<file path="config.mk">
export PLATFORM = sky130hd
export DESIGN_NAME = multi_ch_fifo
export DESIGN_NICKNAME = d
export VERILOG_FILES = /design/src/rtl/multi_ch_fifo.sv
export SDC_FILE = /design/constraint.sdc
export NUM_CORES = 1
export LEC_CHECK = 0
export BUFFER_PORTS_ARGS = -buffer_cell sky130_fd_sc_hd__buf_2
export CAP_MARGIN = 25
export CORE_MARGIN = 1
export CORE_UTILIZATION = 45
export DETAILED_ROUTE_END_ITERATION = 10
export GPL_TIMING_DRIVEN = 0
export PLACE_DENSITY = 0.63
export SKIP_LAST_GASP = 1
export SYNTH_ARGS = -nofsm -noshare
export SYNTH_HDL_FRONTEND = slang
export SYNTH_SLANG_ARGS = --single-unit
</file>
<file path="constraint.sdc">
create_clock -name clk -period 6.3 [get_ports clk]
set_input_delay 0.315 -clock clk [delete_from_list [all_inputs] [get_ports clk]]
set_output_delay 0.315 -clock clk [all_outputs]
set_load 0.005 [all_outputs]
</file>
<file path="src/rtl/multi_ch_fifo.sv">
// Single-clock FIFO holding NUM_CH independent queues in one shared storage array.
// Flags decode from registered per-channel counts; read data is registered or combinational per RD_BUFFER.
module multi_ch_fifo #(
   parameter int unsigned DEPTH           = 16,
   parameter int unsigned DATA_WIDTH      = 8,
   parameter int unsigned NUM_CH          = 4,
   parameter int unsigned RD_BUFFER       = 1,
   parameter int unsigned ALMOST_FULL_TH  = 14,
   parameter int unsigned ALMOST_EMPTY_TH = 2,
   localparam int unsigned CH_W  = (NUM_CH > 1) ? $clog2(NUM_CH) : 1,
   localparam int unsigned PTR_W = (DEPTH > 1) ? $clog2(DEPTH) : 1,
   localparam int unsigned CNT_W = $clog2(DEPTH + 1)
) (
   input  logic                    clk,
   input  logic                    rst_n,
   input  logic                    wr_en,
   input  logic [CH_W-1:0]         wr_ch,
   input  logic [DATA_WIDTH-1:0]   data_wr,
   input  logic                    rd_en,
   input  logic [CH_W-1:0]         rd_ch,
   output logic [DATA_WIDTH-1:0]   data_rd,
   output logic                    rd_valid,
   output logic [NUM_CH-1:0]       fifo_full,
   output logic [NUM_CH-1:0]       fifo_empty,
   output logic [NUM_CH-1:0]       almost_full,
   output logic [NUM_CH-1:0]       almost_empty,
   output logic [NUM_CH*CNT_W-1:0] count,
   input  logic                    err_clr,
   output logic [NUM_CH-1:0]       overflow,
   output logic [NUM_CH-1:0]       underflow
);

   localparam int unsigned ADDR_W = $clog2(NUM_CH * DEPTH);

   logic [DATA_WIDTH-1:0] mem    [NUM_CH*DEPTH];
   logic [PTR_W-1:0]      wr_ptr [NUM_CH];
   logic [PTR_W-1:0]      rd_ptr [NUM_CH];
   logic [CNT_W-1:0]      cnt    [NUM_CH];

   logic [NUM_CH-1:0] wr_sel, rd_sel, wr_acc, rd_acc;
   logic [ADDR_W-1:0] wr_addr, rd_addr;
   logic              wr_any, rd_any;

   // Wrapping increment that also handles non-power-of-two depths.
   function automatic logic [PTR_W-1:0] ptr_inc(input logic [PTR_W-1:0] p);
      return (p == PTR_W'(DEPTH - 1)) ? '0 : p + PTR_W'(1);
   endfunction

   // Flag decode, request steering and address selection; out-of-range channels match nothing.
   always_comb begin
      fifo_full    = '0;
      fifo_empty   = '0;
      almost_full  = '0;
      almost_empty = '0;
      count        = '0;
      wr_sel       = '0;
      rd_sel       = '0;
      wr_acc       = '0;
      rd_acc       = '0;
      wr_addr      = '0;
      rd_addr      = '0;
      for (int c = 0; c < NUM_CH; c++) begin
         fifo_full[c]              = (cnt[c] == CNT_W'(DEPTH));
         fifo_empty[c]             = (cnt[c] == '0);
         almost_full[c]            = (32'(cnt[c]) >= ALMOST_FULL_TH);
         almost_empty[c]           = (32'(cnt[c]) <= ALMOST_EMPTY_TH);
         count[c*CNT_W +: CNT_W]   = cnt[c];
         wr_sel[c]                 = wr_en && (wr_ch == CH_W'(c));
         rd_sel[c]                 = rd_en && (rd_ch == CH_W'(c));
         wr_acc[c]                 = wr_sel[c] && !fifo_full[c];
         rd_acc[c]                 = rd_sel[c] && !fifo_empty[c];
         if (wr_sel[c]) wr_addr = ADDR_W'(c * DEPTH) + ADDR_W'(wr_ptr[c]);
         if (rd_sel[c]) rd_addr = ADDR_W'(c * DEPTH) + ADDR_W'(rd_ptr[c]);
      end
      wr_any = |wr_acc;
      rd_any = |rd_acc;
   end

   always_ff @(posedge clk) begin
      if (wr_any) mem[wr_addr] <= data_wr;
   end

   // Per-channel pointers, counts and sticky error bits; a set event beats err_clr.
   always_ff @(posedge clk or negedge rst_n) begin
      if (!rst_n) begin
         for (int c = 0; c < NUM_CH; c++) begin
            wr_ptr[c] <= '0;
            rd_ptr[c] <= '0;
            cnt[c]    <= '0;
         end
         overflow  <= '0;
         underflow <= '0;
      end else begin
         for (int c = 0; c < NUM_CH; c++) begin
            if (wr_acc[c]) wr_ptr[c] <= ptr_inc(wr_ptr[c]);
            if (rd_acc[c]) rd_ptr[c] <= ptr_inc(rd_ptr[c]);
            if (wr_acc[c] && !rd_acc[c])      cnt[c] <= cnt[c] + CNT_W'(1);
            else if (rd_acc[c] && !wr_acc[c]) cnt[c] <= cnt[c] - CNT_W'(1);
         end
         overflow  <= (overflow  & {NUM_CH{!err_clr}}) | (wr_sel & fifo_full);
         underflow <= (underflow & {NUM_CH{!err_clr}}) | (rd_sel & fifo_empty);
      end
   end

   if (RD_BUFFER != 0) begin : g_rd_reg
      always_ff @(posedge clk or negedge rst_n) begin
         if (!rst_n) begin
            data_rd  <= '0;
            rd_valid <= 1'b0;
         end else begin
            rd_valid <= rd_any;
            if (rd_any) data_rd <= mem[rd_addr];
         end
      end
   end else begin : g_rd_comb
      always_comb begin
         data_rd  = rd_any ? mem[rd_addr] : '0;
         rd_valid = rd_any;
      end
   end

endmodule
</file>
==> impl_results.md <==
- DRT Pass-1 Iters: 8
- CTS Root Cell: clkbuf_16
- Crit-path most repeated cell: buf_4
- Slew at the pin with the worst max-slew slack: around 1200 ps
- Reg-to-Reg End: data_rd[4]
- R2R cell count: 11
- Share of cells above drive strength 1: 16.45%
- Synth async-reset ratio: a little under an eighth
- CP top delay family: compound AO/OA/AOI/OAI gates
- Register cell area after layout: around 17000 sq um
- R2r startpoint: rd_ptr[8]
- Post-synth EDFFs: roughly 510
- Std-Cell Rows: 85
- Nets: about 1800
- Top FF cell, synth: edfxtp_1
- First-pass GRT wire length: 99460 microns
- Adder-cell share of the synthesized area: 1.546%
- Simple-Gate Fraction of Synth Area: slightly below 7%
- Vias in the first global route: between 10000 and 15000
- Hold Vio Cnt, Final: 0
- Met3 GRT Util: under 10%
- #FFs+latches synth: between 500 and 600
- Hold WC Path Type: input port to flop
- Initial antenna violation count: 3
- Clock buffer count from CTS: 60
- Clk slew on worst S/H paths: roughly 60 ps
- RSZ-0062 raised after global routing: false
- Crit path arrival time: around 4700 ps
- IO Count: 70
- Syn avg cell area: roughly 15 sq um
- Antenna Cells: 0
- Post-synthesis sequential area ratio: 69.49%
- Detailed Route Iter0 Violations: 1646
- Global route hottest layer: met2
- Static Leakage: approximately 0.010 uW
- Vias/cell: about 6.1
- Synth Area in Compound Gates: under 10%
- Hold-critical path endpoint: mem[45][4]
- Post-CTS sizing: 0
- Post-Synth XOR/XNOR Area: 0.9964%
- CP startpoint: rd_ptr[8]
- GP Congestion: just over 0.9
- Max Slew Vio Count: 0
- Startpoint Class: flop
- Slowest stage delay, CP: between 900 and 1000 ps
- Required time of the critical path: slightly below 7000 ps
- Largest net degree at the start of global routing: 65
- Worst slew margin: 16.05%
- Power Dens Cells: between 300 and 400 nW/um^2
- Reg2reg setup slack: between 2000 and 2500 ps
- Fin crit share: about two thirds
- Setup-failing EPs final: 0
- Post-synthesis mux area share: about an eighth
- Final Critical Period: 4271 ps
- H-tree Lvls: 2
- Setup crit end kind: flop
- CTS Buffer Depth: 3
- Buf/Inv on CP: 4
- Clock Sinks: ~580
- Synth-to-Final Area Change: 13.88%
- Worst-path fanout max: 10
- VDD IR max: between 0.2 and 0.25 mV
- GRT Util Overall: 24.86%
- Final Skew: 17.93 ps
- Synth Instances: about 1600
- Largest family of logic cells by synthesized area: multiplexers
- Initial core utilization: a little under half
- Crit Path Category: flop to flop
- Total grt overflow: 0
- Hold Buf Count CTS: 1
- DP Area: approximately 26000 sq um
- Design Area, Final: 28030 sq um
- GRT met2 Usage: 38.74%
- Residual DRC: 0
- Routed WL: ~69000 microns
- Post-Syn Nets: 1633
- Post-CTS Repair Setup Buffers: 0
- Synth Cell Area: ~25000 sq um
- Max-Cap Viols: 0
- Final core area utilization: between 50% and 60%
- Antenna-violating nets left: 0
- Hold path start: data_wr[4]
- Fmax: 234.2 MHz
- Final TNS setup: 0 ps
- Clk Latency, worst-skew pair: 630 ps
- Critical path cell sequence: mux2i_1 > o22a_1 > buf_4 > buf_6 > buf_4 > buf_4 > o2111ai_1 > nand4_1 > nand2_1 > a2111oi_1 > o32ai_1
- Die width: about 240 microns
- Yosys Warn Count: 0
- Vias: around 15000
- Multi-input logic area: about 6900 sq um
- Dpl hpwl: around 47000 microns
- Netlist cell types: 70
- Buffers on Ports: 67
- Met1 Use GR: 34.20%
- Die ar.: 55630 sq um
- Drt wl/cell: 27.86 microns
- Fillers: between 4000 and 5000
- Slowest CP cell: a2111oi_1
- CTS tree: built
- Die Span Y: roughly 240 microns
- Hold Crit Depth: 1
- CORE AREA: around 54000 sq um
- Status: completed
==> where the power goes <==
| part | switching (uW) | total, uW | internal (uW) | leakage [uW] |
|---|---|---|---|---|
| registers | 314 | 4740 | 4430 | 0.00546 |
| clock network | 1460 | 3560 | 2100 | 0.000953 |
| logic | 1580 | 2640 | 1060 | 0.00400 |
==> flip-flops by register name, summed over array words and instances (netlist names) <==
register / count
rd_ptr: 16
wr_ptr: 16
mem: 512
data_rd: 8
overflow: 4
underflow: 4
count: 20
rd_valid: 1
==> how the worst max path moves through the flow <==
stage,end,cells after the start
finish,data_rd[4],11
global route,data_rd[4],10
CTS,data_rd[4],10
detailed placement,data_rd[4],11
global placement,data_rd[4],11
floorplan,count[4],13
==> per-stage QoR <==
step	instances	hold WS, ps	power [uW]	setup WS, ps
after floorplan	1588	19.41	6348	3532
after global placement	2351	469.2	7331	1740
after detailed placement	2362	181.8	7410	2040
after CTS	2475	37.32	10940	2076
after global routing	2477	59.00	11300	1871
final	2477	56.13	10940	2029
==> cell type report <==
class | count | share of cell area (%)
Buffer | 80 | 1.585
Clock buffer | 78 | 5.821
Clock inverter | 34 | 1.210
Inverter | 35 | 0.4687
Multi-Input combinational cell | 892 | 24.75
Sequential cell | 581 | 61.02
Tap cell | 696 | 3.107
Timing Repair Buffer | 81 | 2.045
==> cell usage after synthesis (18+ instances only) <==
master      n  area share, %
edfxtp_1  512             62
nand2_1   170            2.6
mux2i_1   161            6.5
nor2_1    103            1.6
dfrtp_1    69            7.0
mux4_2     47            4.3
a21oi_1    35           0.71
inv_1      35           0.53
nand3_1    35           0.71
mux2_2     29            1.3
clkbuf_1   27           0.41
ha_1       24            1.2
o21ai_0    23           0.47
buf_2      22           0.45
and3_1     21           0.53
xnor2_1    18           0.64
==> cell families (layout without fill, tap and decap cells) <==
group,after synthesis,in the layout
AOI/OAI and AO/OA,218,218
xor gates and xnor gates,28,28
adders and majority gates,28,28
buffers and inverters,115,308
DFF,581,581
muxes,238,238
and+or+nand+nor,380,380
==> per-layer routing <==
metal / up-vias / routed length, microns / share of wire (%)
met4: 4 / 2705 / 3.9
met2: 723 / 31670 / 46
met1: 7656 / 28490 / 41
li1: 6458 / - / -
met5: - / 27 / 0.039
met3: 152 / 6117 / 8.9
==> layout by cell type (no fill, tap or decap), types with 9 or more instances in the layout <==
cell type / count
a21o_1: 13
a21oi_1: 35
a31oi_1: 11
a32oi_1: 10
and3_1: 21
buf_2: 90
buf_4: 19
clkbuf_1: 41
clkbuf_16: 62
clkinv_1: 18
dfrtp_1: 69
edfxtp_1: 512
ha_1: 24
inv_1: 35
mux2_2: 29
mux2i_1: 161
mux4_2: 47
nand2_1: 170
nand3_1: 35
nor2_1: 103
o211ai_1: 12
o21ai_0: 23
o221ai_1: 17
o31ai_1: 9
xnor2_1: 18
xor2_1: 10
Note: power is estimated with default switching activity, not from simulation.
